File: config.mk
export PLATFORM = sky130hd
export DESIGN_NAME = diff_add_mul_pipe
export DESIGN_NICKNAME = d
export VERILOG_FILES = /design/src/rtl/diff_add_mul_pkg.sv /design/src/rtl/diff_add_mul_pipe_result_fifo.sv /design/src/rtl/diff_add_mul_pipe.sv
export SDC_FILE = /design/constraint.sdc
export NUM_CORES = 1
export LEC_CHECK = 0
export ABC_AREA = 1
export CORE_ASPECT_RATIO = 0.75
export CORE_MARGIN = 5
export CORE_UTILIZATION = 45
export CTS_CLUSTER_SIZE = 12
export DETAILED_ROUTE_END_ITERATION = 10
export PLACE_DENSITY_LB_ADDON = 0.15
export SKIP_CTS_REPAIR_TIMING = 1
export SLEW_MARGIN = 20
export SYNTH_ARGS = -nofsm -noshare
export SYNTH_HDL_FRONTEND = slang
export SYNTH_SLANG_ARGS = --single-unit
File: constraint.sdc
create_clock -name clk -period 7.4 [get_ports clk]
set_input_delay 2.22 -clock clk [delete_from_list [all_inputs] [get_ports clk]]
set_output_delay 2.22 -clock clk [all_outputs]
set_load 0.03 [all_outputs]
File: src/rtl/diff_add_mul_pkg.sv
// Shared definitions for the difference/add/multiply pipeline.
// Mode encodings and the result formatting used by RTL and bench.
package diff_add_mul_pkg;

    localparam int RMAX = 64;

    typedef enum logic [1:0] {
        OP_DIFF_ADD = 2'b00,
        OP_DIFF_MUL = 2'b01,
        OP_ABS_ADD  = 2'b10,
        OP_ABS_MUL  = 2'b11
    } op_e;

    // Wide signed result folded to w bits by wrapping or clamping.
    function automatic logic [RMAX-1:0] sat_or_wrap(
        input logic signed [RMAX-1:0] r,
        input int                     w,
        input bit                     sat
    );
        logic [RMAX-1:0] mask;
        mask = (RMAX'(1) << w) - RMAX'(1);
        if (!sat)
            return r & mask;
        if (r < 0)
            return '0;
        if (r > $signed(mask))
            return mask;
        return r;
    endfunction

endpackage

File: src/rtl/diff_add_mul_pipe_result_fifo.sv
// Show-ahead result queue; head output holds the last popped value
// while empty so downstream sees a stable vo.
module result_fifo #(
    parameter int W     = 8,
    parameter int DEPTH = 4
) (
    input  logic                       clk,
    input  logic                       rst,
    input  logic                       push,
    input  logic [W-1:0]               din,
    input  logic                       pop,
    output logic [W-1:0]               dout,
    output logic                       valid,
    output logic [$clog2(DEPTH):0]     count
);

    localparam int AW = $clog2(DEPTH);

    logic [W-1:0]  mem [DEPTH];
    logic [AW-1:0] wr_ptr;
    logic [AW-1:0] rd_ptr;
    logic [W-1:0]  last;
    logic          do_pop;

    assign valid  = (count != '0);
    assign do_pop = pop && valid;
    assign dout   = valid ? mem[rd_ptr] : last;

    always_ff @(posedge clk or posedge rst) begin
        if (rst) begin
            wr_ptr <= '0;
            rd_ptr <= '0;
            count  <= '0;
            last   <= '0;
        end else begin
            if (push)
                wr_ptr <= wr_ptr + AW'(1);
            if (do_pop) begin
                rd_ptr <= rd_ptr + AW'(1);
                last   <= mem[rd_ptr];
            end
            unique case ({push, do_pop})
                2'b10:   count <= count + 1'b1;
                2'b01:   count <= count - 1'b1;
                default: count <= count;
            endcase
        end
    end

    always_ff @(posedge clk) begin
        if (push)
            mem[wr_ptr] <= din;
    end

endmodule

File: src/rtl/diff_add_mul_pipe.sv
// Two-stage f(i,j,k) pipeline with credit-gated input and output FIFO.
// A slot is reserved for every in-flight op, so pushes never block.
module diff_add_mul_pipe
    import diff_add_mul_pkg::*;
#(
    parameter int W     = 8,
    parameter int DEPTH = 4,
    parameter int SAT   = 0
) (
    input  logic         clk,
    input  logic         rst,
    input  logic         in_req,
    input  logic [W-1:0] i,
    input  logic [W-1:0] j,
    input  logic [W-1:0] k,
    input  logic [1:0]   operation,
    output logic         in_valid,
    output logic [W-1:0] vo,
    output logic         out_valid,
    input  logic         out_ready
);

    localparam int CW = $clog2(DEPTH) + 1;
    localparam int RW = 2 * W + 2;

    logic              s1_v;
    logic signed [W:0] s1_a;
    logic [W-1:0]      s1_k;
    logic              s1_mul;
    logic              s2_v;
    logic signed [RW-1:0] s2_r;

    logic [CW-1:0]     count;
    logic [CW:0]       credit;
    logic signed [W:0] d;
    logic signed [W:0] a_n;
    logic              abs_mode;
    logic              mul_mode;
    logic signed [RW-1:0] ae;
    logic signed [RW-1:0] ke;
    logic signed [RW-1:0] r_n;
    logic [W-1:0]      wdata;

    assign credit   = {1'b0, count} + (CW+1)'(s1_v) + (CW+1)'(s2_v);
    assign in_valid = in_req && !rst && (credit < (CW+1)'(DEPTH));

    assign abs_mode = (operation == OP_ABS_ADD) || (operation == OP_ABS_MUL);
    assign mul_mode = (operation == OP_DIFF_MUL) || (operation == OP_ABS_MUL);
    assign d        = $signed({1'b0, i}) - $signed({1'b0, j});
    assign a_n      = (abs_mode && d < 0) ? -d : d;

    assign ae  = {{(RW-W-1){s1_a[W]}}, s1_a};
    assign ke  = $signed({{(RW-W){1'b0}}, s1_k});
    assign r_n = s1_mul ? ae * ke : ae + ke;

    assign wdata = W'(sat_or_wrap(RMAX'(s2_r), W, SAT != 0));

    always_ff @(posedge clk or posedge rst) begin
        if (rst) begin
            s1_v   <= 1'b0;
            s1_a   <= '0;
            s1_k   <= '0;
            s1_mul <= 1'b0;
            s2_v   <= 1'b0;
            s2_r   <= '0;
        end else begin
            s1_v <= in_valid;
            if (in_valid) begin
                s1_a   <= a_n;
                s1_k   <= k;
                s1_mul <= mul_mode;
            end
            s2_v <= s1_v;
            if (s1_v)
                s2_r <= r_n;
        end
    end

    result_fifo #(
        .W     (W),
        .DEPTH (DEPTH)
    ) u_fifo (
        .clk   (clk),
        .rst   (rst),
        .push  (s2_v),
        .din   (wdata),
        .pop   (out_ready),
        .dout  (vo),
        .valid (out_valid),
        .count (count)
    );

endmodule

==> summary.md <==
| Metric | Value |
|---|---|
| Core ar. | 10900 µm² |
| Worst-path maximum fanout | 19 |
| Worst rel slew slack | 41.6% |
| Hold_ws | 0.464 ns |
| Post-synthesis compound-gate area fraction | 9.63% |
| First-pass GRT wire length | 18300 µm |
| Post-Syn Area | 5000 µm² |
| HP Class | reg2reg |
| # IOs | 40 |
| Period utilisation layout | 85.5% |
| Number of DRC markers in iteration 0 | 185 |
| Starting Density | 45.9% |
| Share of layout cells above drive strength 1 | 5.16% |
| Maximum buffer depth of the clock tree | 2 |
| Setup violators final | 0 |
| Syn Area/Cell | 8.38 µm² |
| Clock transition at path regs | 0.06 ns |
| Power Density | 437 nW/µm² |
| Syn Nets | 683 |
| Die width | 132 µm |
| Leakage | 0.00289 µW |
| Dpl hpwl | 8170 µm |
| CTS tree | yes |
| Total Wirelength | 10500 µm |
| Aggregate global routing overflow | 0 |
| Layout fillers | 1038 |
| RSZ-0062 raised after global routing | false |
| Std cell rows | 33 |
| Register area share after synthesis | 40.2% |
| CP required | 5.18 ns |
| Die area | 13300 µm² |
| Most repeated library cell on the critical path | clkdlybuf4s50_1 |
| Syn Inst Count | 597 |
| Main combinational cell family by area after synthesis | simple AND/OR/NAND/NOR gates |
| Antenna Cells | 0 |
| Antenna violations before repair | 0 |
| Final net count | 720 |
| Mux cell area share after synthesis | 0% |
| Critical path type | in2out |
| Layout Utilization | 53.0% |
| DR pass1 iterations | 5 |
| Crit-path cells | clkdlybuf4s50_1 -> o2111ai_4 -> inv_2 -> clkdlybuf4s50_1 |
| Final Instance Area | 5780 µm² |
| Post-route ant nets | 0 |
| Yosys warns | 0 |
| Max Fclk | 0.158 GHz |
| CP Buf/Inv Count | 3 |
| Clk sinks | 74 |
| Pwr Total | 2530 µW |
| TritonCTS Buffers | 9 |
| Count of cell types in the netlist | 35 |
| Arrival time at the worst endpoint | 4.11 ns |
| Worst slew pin tran | 0.871 ns |
| Vias in the first global route | 3831 |
| Root Buffer | clkbuf_16 |
| Area after DPL | 5480 µm² |
| Setup crit start kind | primary input |
| # port buffers | 39 |
| MaxCap Viol Count | 0 |
| Gr usage total | 16.8% |
| Max IR drop VDD | 0.160 mV |
| Hold Fails Final Rpt | 0 |
| TNS Setup | 0 ns |
| Worst Setup End Kind | output port |
| Worst path max stage delay | 0.73 ns |
| # DRC | 0 |
| Fin. max-slew vios | 0 |
| Routed len/inst | 13.5 µm |
| Top delay family on crit path | buffers and inverters |
| Area growth syn-to-layout | 15.5% |
| Post-Synth Simple-Gate Area | 21.8% |
| Adder-Cell Fraction of Synth Area | 16.3% |
| Post-Route Skew | 0.00939 ns |
| Status | completed |
| Worst skew pair latency | 0.33 ns |
| Routability cong. | 0.860 |
| Flops & latches, synth | 74 |
| Min Tclk post-route | 6.33 ns |
| Chip height | 101 µm |
| H-tree Lvls | 3 |
| CP max-delay cell | clkdlybuf4s50_1 |
| Via count | 3932 |
| Post-synthesis xor/xnor area fraction | 2.63% |
| Largest net degree at the start of global routing | 43 |
| DR vias/cell | 5.05 |
## cell usage in the layout (no fill, tap or decap), drive strengths merged, types with 15 or more instances in the layout
cell	count
o21ai	35
nand3	34
edfxtp	32
inv	100
clkdlybuf4s50	39
a21oi	34
fa	15
ha	41
dfrtp	42
nand2	192
## logic make-up (layout without fill, tap and decap cells)
kind of cell,Yosys count,after routing
compound gates,81,81
xor+xnor,15,15
buf+inv,115,157
fa+ha+maj,56,56
flops,74,74
simple gates,256,256
## layer usage
layer	part of all wire, %	vias to the layer above	track usage, %
met3	4.8	6	4.37
met5	0	-	0
met2	44	81	26.5
met1	50	1841	24.0
met4	0.47	0	2.61
li1	-	2004	-
## worst register-to-register path, cell delays in order, from the launching register on
cell and delay, ns:
dfrtp_1 0.51, ha_1 0.26, inv_1 0.10, fa_1 0.54, inv_1 0.04, ha_1 0.32, fa_1 0.54, inv_1 0.05
fa_1 0.53, inv_1 0.05, ha_1 0.33, a21oi_1 0.20, nand2_1 0.07, nand2_1 0.06, nand2_1 0.10, inv_1 0.09
nand3_1 0.08, nand2_1 0.07, nand2_1 0.05, nand3_1 0.08, nand2_1 0.08, nand2_1 0.08, nand2_1 0.05
## registers in the layout, summed over array words and instances (netlist names)
signal	flops
u_fifo.last	8
s1_mul	1
s1_v	1
u_fifo.count	3
u_fifo.mem	32
u_fifo.wr_ptr	2
s1_k	8
s2_r	8
s2_v	1
s1_a	8
u_fifo.rd_ptr	2
## synthesized netlist by cell type
library cell,n,area [µm²]
nand2_1,188,706
inv_1,97,364
dfrtp_1,42,1050
ha_1,41,513
o21ai_0,33,165
a21oi_1,32,160
edfxtp_1,32,961
nand3_1,31,155
fa_1,15,300
nor2_1,11,41.3
xor2_1,10,87.6
nand4_1,9,56.3
a32o_1,8,80.1
xnor2_1,5,43.8
buf_2,4,20.0
clkbuf_1,4,15.0
nand2_2,4,25.0
nand3b_1,4,30.0
buf_4,3,22.5
nand3_2,3,30.0
a21oi_2,2,17.5
buf_6,2,22.5
clkinv_1,2,7.51
inv_2,2,7.51
o21ai_1,2,10.0
or2_1,2,12.5
a31oi_1,1,6.26
clkbuf_8,1,13.8
nand3b_2,1,11.3
nor2_2,1,6.26
nor3_2,1,10.0
o2111ai_4,1,26.3
o21a_1,1,7.51
o31a_1,1,8.76
or2_2,1,6.26
## final cells by class
cell class / count / area, µm² / area share, %
multi-input cells: 408 / 2520 / 43.6
repair buffers: 40 / 398 / 6.89
flip-flops and latches: 74 / 2010 / 34.8
well taps: 140 / 175 / 3.03
clock buffers: 10 / 229 / 3.96
inverters: 101 / 379 / 6.56
clock inverters: 6 / 66.3 / 1.15
## final timing paths
| check | startpoint | to | slack [ns] | depth (start not counted) |
|---|---|---|---|---|
| setup / recovery | in_req | in_valid | 1.07 | 4 |
| hold / removal | u_fifo.rd_ptr[1] | u_fifo.rd_ptr[1] | 0.46 | 1 |
| setup reg to reg | s1_k[3] | s2_r[7] | 3.02 | 22 |
| hold reg to reg | u_fifo.rd_ptr[1] | u_fifo.rd_ptr[1] | 0.46 | 1 |
| max in group asynchronous | rst | s1_a[0] | 4.62 | 3 |
| min in group asynchronous | rst | s2_v | 2.39 | 3 |
## per-stage QoR
stage | std cells | setup WS [ns]
after floorplan | 597 | 1.26
after global placement | 763 | 1.08
after detailed placement | 763 | 1.05
after CTS | 779 | 1.04
after global routing | 779 | 0.931
final | 779 | 1.07
## power breakdown
| part | total (µW) | switching, µW | internal (µW) | leakage (µW) |
|---|---|---|---|---|
| Combinational | 1340 | 804 | 533 | 0.00194 |
| Clock | 422 | 160 | 262 | 0.000147 |
| Sequential | 768 | 189 | 579 | 0.000803 |
Power figures use the tool's default switching activity.
